`src/rtl/detect_burst_paged.sv`:
```
// Merges a stream of per-beat addresses into {length, base} burst tokens that never
// cross a page boundary; the length is also fanned out to several length FIFOs.
module detect_burst_paged #(
  parameter int AddrWidth         = 64,
  parameter int DataWidthBytesLog = 6,
  parameter int PageBytesLog      = 12,
  parameter int WaitTimeWidth     = 4,
  parameter int BurstLenWidth     = 8,
  parameter int NumLenPorts       = 2,
  parameter int CountWidth        = 32
) (
  input  logic                               clk,
  input  logic                               rst_n,
  input  logic [WaitTimeWidth-1:0]           max_wait_time,
  input  logic [BurstLenWidth-1:0]           max_burst_len,
  input  logic                               flush,
  input  logic [AddrWidth-1:0]               addr_dout,
  input  logic                               addr_empty_n,
  output logic                               addr_read,
  output logic [BurstLenWidth+AddrWidth-1:0] addr_din,
  input  logic                               addr_full_n,
  output logic                               addr_write,
  output logic [NumLenPorts*BurstLenWidth-1:0] burst_len_din,
  input  logic [NumLenPorts-1:0]             burst_len_full_n,
  output logic [NumLenPorts-1:0]             burst_len_write,
  output logic [CountWidth-1:0]              burst_count
);

  localparam int BeatWidth = AddrWidth - DataWidthBytesLog;

  logic [AddrWidth-1:0]     base_addr, base_addr_next;
  logic                     base_valid, base_valid_next;
  logic [BurstLenWidth-1:0] burst_len, burst_len_next;
  logic [WaitTimeWidth-1:0] wait_time, wait_time_next;
  logic [CountWidth-1:0]    count_next;
  logic                     ready, accept, merge, emit;
  logic [BeatWidth-1:0]     next_beat;

  assign ready  = addr_full_n & (&burst_len_full_n);
  assign accept = ready & addr_empty_n;

  // The beat that would extend the pending burst; low in-beat bits are ignored.
  assign next_beat = base_addr[AddrWidth-1:DataWidthBytesLog]
                   + BeatWidth'(burst_len) + BeatWidth'(1);

  assign merge = (addr_dout[AddrWidth-1:DataWidthBytesLog] == next_beat)
               & (burst_len < max_burst_len)
               & (addr_dout[AddrWidth-1:PageBytesLog] == base_addr[AddrWidth-1:PageBytesLog])
               & ~flush;

  assign addr_read       = accept;
  assign addr_write      = emit;
  assign burst_len_write = {NumLenPorts{emit}};
  assign addr_din        = {burst_len, base_addr};
  assign burst_len_din   = {NumLenPorts{burst_len}};

  always_comb begin
    base_addr_next  = base_addr;
    base_valid_next = base_valid;
    burst_len_next  = burst_len;
    wait_time_next  = wait_time;
    emit            = 1'b0;
    if (ready) begin
      if (accept) begin
        wait_time_next = '0;
        if (!base_valid) begin
          base_addr_next  = addr_dout;
          base_valid_next = 1'b1;
          burst_len_next  = '0;
        end else if (merge) begin
          burst_len_next = burst_len + BurstLenWidth'(1);
        end else begin
          // Emitted token is the pre-accept state; the new address starts the next burst.
          emit           = 1'b1;
          base_addr_next = addr_dout;
          burst_len_next = '0;
        end
      end else if (base_valid) begin
        if (!flush && (wait_time < max_wait_time)) begin
          wait_time_next = wait_time + WaitTimeWidth'(1);
        end else begin
          emit            = 1'b1;
          base_valid_next = 1'b0;
          burst_len_next  = '0;
          wait_time_next  = '0;
        end
      end
    end
  end

  always_comb begin
    count_next = burst_count;
    if (emit) count_next = burst_count + CountWidth'(1);
  end

  always_ff @(posedge clk or negedge rst_n) begin
    if (!rst_n) begin
      base_addr   <= '0;
      base_valid  <= 1'b0;
      burst_len   <= '0;
      wait_time   <= '0;
      burst_count <= '0;
    end else begin
      base_addr   <= base_addr_next;
      base_valid  <= base_valid_next;
      burst_len   <= burst_len_next;
      wait_time   <= wait_time_next;
      burst_count <= count_next;
    end
  end

endmodule

```
`config.mk`:
```
export PLATFORM = sky130hd
export DESIGN_NAME = detect_burst_paged
export DESIGN_NICKNAME = d
export VERILOG_FILES = /design/src/rtl/detect_burst_paged.sv
export SDC_FILE = /design/constraint.sdc
export NUM_CORES = 1
export LEC_CHECK = 0
export CORE_MARGIN = 2
export CORE_UTILIZATION = 48
export DETAILED_ROUTE_END_ITERATION = 8
export GPL_ROUTABILITY_DRIVEN = 1
export PLACE_DENSITY = 0.93
export REMOVE_ABC_BUFFERS = 1
export SYNTH_ARGS = -nofsm -noshare
export SYNTH_HDL_FRONTEND = slang
export SYNTH_SLANG_ARGS = --single-unit
```
`constraint.sdc`:
```
create_clock -name clk -period 4.96 [get_ports clk]
set_input_delay 1.24 -clock clk [delete_from_list [all_inputs] [get_ports clk]]
set_output_delay 1.24 -clock clk [all_outputs]
set_load 0.1 [all_outputs]
```
# After elaboration in Yosys (flattened, before gate mapping)
# Index checks and enable logic that the tools add are counted.
dict set report totals {
  out_inout_bits 124
  ff_bits 109
  in_bits 83
  elab_cells 48
}
dict set report classes {
  addsub 5
  eq_ne 4
  bitwise 6
  muxes 19
  magnitude_cmp 2
  reduce_logical 7
}
# operator count
set ops {}
lappend ops {{$mux W64} 2}
lappend ops {{$add A58 B1 Y58 const B} 1}
lappend ops {{$add A58 B8 Y58} 1}
lappend ops {{$eq A58 B58 Y1} 1}
lappend ops {{$eq A52 B52 Y1} 1}
lappend ops {{$mux W8} 5}
lappend ops {{$add A32 B1 Y32 const B} 1}
lappend ops {{$mux W4} 3}
lappend ops {{$mux W1} 9}
lappend ops {{$add A8 B1 Y8 const B} 1}
lappend ops {{$lt A8 B8 Y1} 1}
lappend ops {{$reduce_and A3 Y1} 2}
lappend ops {{$and A1 B1 Y1} 5}
lappend ops {{$add A4 B1 Y4 const B} 1}
lappend ops {{$lt A4 B4 Y1} 1}
lappend ops {{$ne A2 B2 Y1 const B} 2}
lappend ops {{$reduce_and A2 Y1} 2}
lappend ops {{$reduce_bool A2 Y1} 1}
lappend ops {{$logic_and A1 B1 Y1} 1}
lappend ops {{$logic_not A1 Y1} 1}
lappend ops {{$not A1 Y1} 1}

# Longest topological paths before layout
# Gate-level depths: netlist of run 1.
dict set report logic_depth {
  word_depth 10
  depth_mapped 14
  depth_no_buf 13
}

# Worst setup path after synthesis of run 1
# Ideal clock, no wire load.
dict set report synth_path {
  path_kind {register -> output}
  startpoint {register burst_len[0]}
  endpoint {output burst_len_write[0]}
  n_path_buf 1
  arrival_ps 4574
  setup_slack_ps -854
  stages_incl_launch_ff 15
  t_required_ps 3720
  path_cell_list {dfrtp_1 > inv_1 > ha_1 > inv_1 > fa_1 > a211oi_1 > o31ai_1 > a31oi_1 > nor4b_1 > a21oi_1 > o211a_2 > a41oi_1 > nand2_1 > inv_1 > buf_4}
}
dict set report synth_between {
  elab_chain_len 10
  elab_cells_between_ends 11
  cone_classes {add/sub (2); order compare (1); eq/ne (1); mux (4); bitwise (3)}
}
# item line_no
set synth_lines {}
lappend synth_lines {{from (decl)} 33} ;# logic [BurstLenWidth-1:0] burst_len, burst_len_next;
lappend synth_lines {{from (signal assigned)} 106} ;# burst_len <= burst_len_next;
lappend synth_lines {{$add A58 B8 Y58} 44} ;# + BeatWidth'(burst_len) + BeatWidth'(1);
lappend synth_lines {{$add A58 B1 Y58} 44}
lappend synth_lines {{$eq A58 B58 Y1} 46} ;# assign merge = (addr_dout[AddrWidth-1:DataWidthBytesLog] == next_beat)
lappend synth_lines {{$and A1 B1 Y1 *} 47} ;# & (burst_len < max_burst_len)
lappend synth_lines {{$and A1 B1 Y1 *} 48} ;# & (addr_dout[AddrWidth-1:PageBytesLog] == base_addr[AddrWidth-1:PageBytesLog])
lappend synth_lines {{$and A1 B1 Y1 *} 49} ;# & ~flush;
lappend synth_lines {{$mux W1 *} 70} ;# end else if (merge) begin
lappend synth_lines {{$mux W1 *} 66} ;# if (!base_valid) begin
lappend synth_lines {{$mux W1 *} 64} ;# if (accept) begin
lappend synth_lines {{$mux W1 *} 63} ;# if (ready) begin
lappend synth_lines {{to (decl)} 25} ;# output logic [NumLenPorts-1:0] burst_len_write,
# Mark *: on every way between the ends. The rest lies on a longest branch, timed or not.

# Worst setup path in the final report of run 1
dict set report layout_path {
  startpoint {input addr_dout[57]}
  endpoint {output burst_len_write[0]}
}
dict set report layout_between {
  elab_chain_len 8
  elab_cells_between_ends 9
  cone_classes {eq/ne (2); mux (4); bitwise (3)}
}
# item line_no
set layout_lines {}
lappend layout_lines {{from (decl)} 17} ;# input logic [AddrWidth-1:0] addr_dout,
lappend layout_lines {{$eq A58 B58 Y1} 46}
lappend layout_lines {{$and A1 B1 Y1} 47}
lappend layout_lines {{$and A1 B1 Y1 *} 48}
lappend layout_lines {{$and A1 B1 Y1 *} 49}
lappend layout_lines {{$mux W1 *} 70}
lappend layout_lines {{$mux W1 *} 66}
lappend layout_lines {{$mux W1 *} 64}
lappend layout_lines {{$mux W1 *} 63}
# Marked as above.

==> results of run 1 <==
==> metrics by stage <==
stage / power [W] / instance area, µm² / utilization, % / worst slack (ns)
finish: 0.003992 / 9677 / 69.98 / 0.06280
global route: 0.004138 / 9674 / 69.97 / 0.01624
CTS: 0.003956 / 9470 / 68.49 / 0.002247
detailed placement: 0.003254 / 9168 / 66.30 / -0.2717
global placement: 0.003220 / 9168 / 66.30 / -0.2429
floorplan: 0.002604 / 6528 / - / -3.606
==> cell families (layout without fill, tap and decap cells) <==
logic type	count (synthesis)	after routing	share of synthesized area (%)
XOR/XNOR	107	107	13.84
flip-flops	109	109	40.28
buffers and inverters	54	286	4.656
multiplexers	69	69	11.44
adder cells (fa/ha/maj)	22	22	4.176
AO/OA/AOI/OAI	71	71	7.484
other	0	1	0
AND/OR/NAND/NOR	218	218	18.13
==> Yosys cell counts (all sizes together), types with 3 or more instances <==
library cell	number
a211oi	4
a21o	6
a21oi	16
a22o	3
a41oi	3
and2	6
and3	27
buf	27
clkbuf	8
dfrtp	109
ha	21
inv	19
mux2	67
nand2	37
nand2b	3
nand3	31
nand4	41
nor2	23
nor2b	5
nor3	5
nor4	15
nor4b	4
o2111ai	7
o21ai	13
o31ai	5
or2	3
or3	3
or4	6
xnor2	69
xor2	38
==> routing by layer <==
metal / GRT usage (%) / vias to the layer above
li1: - / 2814
met1: 35.22 / 2987
met2: 44.13 / 293
met3: 6.552 / 58
met4: 13.58 / 0
met5: 0 / -
==> flip-flops by register name, summed over array words and instances, names as in the netlist <==
| signal | count |
|---|---|
| base_addr | 64 |
| burst_count | 32 |
| burst_len | 8 |
| wait_time | 4 |
| base_valid | 1 |
==> repair_timing <==
item,4_1_cts,5_1_grt
buffers inserted,1,4
gates resized for setup,10,33
gates cloned,0,0
endpoints found under the setup margin,3,3
pin swaps,8,21
hold endpoints to repair,0,0
==> placed cells by master (no fill, tap or decap), types with 3 or more instances in the layout <==
cell,count
nor4_2,3
a21oi_1,16
o2111ai_1,6
nor2b_1,5
nand3_1,31
or4_1,4
a211oi_1,3
ha_1,18
nand4_1,41
a22o_1,3
and2_1,6
buf_12,4
a21o_1,6
dfrtp_1,109
xnor2_2,6
dlymetal6s2s_1,9
clkdlybuf4s50_1,190
clkbuf_16,9
inv_1,16
xnor2_1,63
mux2_1,65
buf_4,47
nand2_1,35
nor4_1,12
and3_1,27
nor4b_1,3
nand2b_1,3
or3_1,3
xor2_1,36
nor2_1,21
o21ai_0,10
o31ai_1,4
nor3_1,4
==> power breakdown <==
group / internal (W) / switching [W]
Clock: 0.000343 / 0.000345
Sequential: 0.00103 / 0.000192
Combinational: 0.000622 / 0.00146
Total: 0.00200 / 0.00200
==> worst reg2reg max path, stage by stage (launching register included) <==
cell	delay [ns]
dfrtp_1	0.38
inv_1	0.06
ha_1	0.20
inv_1	0.07
fa_1	0.42
xnor2_1	0.17
buf_4	0.16
nand4_1	0.08
or4_1	0.53
nor3_1	0.29
nand4_1	0.13
or4_4	0.57
o41ai_4	0.49
nor2_1	0.11
xor2_1	0.16
==> final timing paths <==
check / to / cells after the start
worst max-delay path: burst_len_write[0] / 11
max in group asynchronous: burst_count[22]$_DFFE_PN0P_ / 2
worst min register to register: burst_count[31]$_DFFE_PN0P_ / 1
worst max register to register: burst_count[29]$_DFFE_PN0P_ / 14
worst min-delay path: burst_count[31]$_DFFE_PN0P_ / 1
min in group asynchronous: base_addr[62]$_DFFE_PN0P_ / 1
==> area by class of cell <==
class,count,area [µm²],area share (%)
Antenna cell,1,2.502,0.02586
Clock buffer,9,225.2,2.327
Clock inverter,6,48.80,0.5043
Inverter,19,73.82,0.7629
Multi-Input combinational cell,487,3909,40.39
Sequential cell,109,2728,28.19
Tap cell,180,225.2,2.327
Timing Repair Buffer,252,2465,25.47
==> results.yml, run 1 <==
synth:
  synth_top_area_cell: "dfrtp_1"
  synth_area_leaders: "dfrtp_1 40%, mux2_1 11%, xnor2_1 8.9%"
  syn-cell-area_um2: 6771
  ys_warn_count: 0
  syn-instance-count: 650
  postSynthAreaPerCell_um2: 10.42
  async_reset_ff_share_pct: 100.0
  synth_cell_types: 61
  synth-seq-cells: 109
  synth_ff_type: "dfrtp_1"
  ys_seq_area_share_pct: 40.28
  synth_edf_count: 0
  synth_top_area_share_pct: 40.28
worst_hold_path:
  hold_class: "reg2reg"
  min_from: "burst_count[31]$_DFFE_PN0P_"
critical_path:
  crit_required_ns: 3.72
  cpPeakStageDelay_ns: 0.44
  crit_arrival_ns: 3.66
  path_delay_family: "simple AND/OR/NAND/NOR gates"
  start_kind: "input port"
  reg2reg_from: "base_addr[6]$_DFFE_PN0P_"
  path_common_cell: "nor4_2"
  cp_num_buf_inv: 4
  rrSetupSlack_ns: 1.01
  path_cells: "clkdlybuf4s50_1 -> xor2_1 -> or4_4 -> nor4_2 -> nand4_1 -> nor4_2 -> buf_4 -> a41oi_2 -> nand2_2 -> inv_4 -> buf_12"
  cp_slowest_cell: "clkdlybuf4s50_1"
  crit_type: "in2out"
  worst_setup_path_end_kind: "output pin"
  crit_start: "addr_dout[57]"
  cp_max_fo: 3
die:
  num_rows: 43
  dieWidth_um: 122.8
  start_util_pct: 48.97
  die-area_um2: 15070
  die_y_um: 122.8
  core_um2: 13830
  ios: 207
cts:
  cts_buffers: 9
  cts_tree: "done"
  cts.clk_slew.worst_paths_ns: 0.07
  cts_hold_buffers: 0
  cts_root_buf: "clkbuf_16"
  cts_buffer_depth: 2
  clock_sinks: 109
  htreeDepth: 3
  insertion_delay_ns: 0.36
global_route:
  grt_max_degree: 49
  antenna_found_initial: 2
  gr-total-overflow: 0
  grt_pass1_vias: 6062
  grt_pass1_wl_um: 32010
  track_usage_pct: 27.67
layout:
  area_growth_pct: 42.90
  finalNonFillerCells: 1063
  drive_gt1_share_pct: 11.90
  nNetsFinal: 983
  fillers: 1006
timing:
  timing.hold.ws_ns: 0.4826
  slew-limit-headroom_pct: 31.37
  slew_violations: 0
  max_freq_mhz: 204.2
  rsz0062_at_grt: "false"
  finalClockSkew_ns: 0.006087
  period_share_pct: 98.73
  final_period_minus_worst_setup_slack_ns: 4.897
  fin_tns_setup_ns: 0
  finalHoldViolCount: 0
  setup_viol: 0
  tightestPinTransition_ns: 1.026
routing:
  route.vias.total: 6152
  drtIter0Drc: 463
  dr_wl_met3_um: 1742
  met1_length_um: 8493
  highest_layer: "met4"
  dr.pass1.iters: 5
  routedWlPerCell_um: 19.64
  drc: 0
  finalWirelength_um: 20880
  via_per_inst: 5.787
  antenna_left: 0
  dr_wl_met2_um: 9852
power_and_ir_drop:
  powerDensity_nw_per_um2: 412.5
  peakVddDrop_v: 0.0003837
  cellLeakagePower_nw: 4.132
run:
  cap_violations: 0
run_status:
  status: "complete, no violations"
placed_design:
  numPortBuffers: 206
  dp_cells: 1042
  dp_hpwl_um: 15920
  gp_congestion: 0.9597
(Power assumes the default switching activity.)
==> run 2: changes to the inputs <==
--- a/config.mk
+++ b/config.mk
@@ -5,6 +5,7 @@
 export SDC_FILE = /design/constraint.sdc
 export NUM_CORES = 1
 export LEC_CHECK = 0
+export CAP_MARGIN = 15
 export CORE_MARGIN = 2
 export CORE_UTILIZATION = 48
 export DETAILED_ROUTE_END_ITERATION = 8
==> results of run 2 <==
Final layout, timing and power as in run 1 (identical DEF).
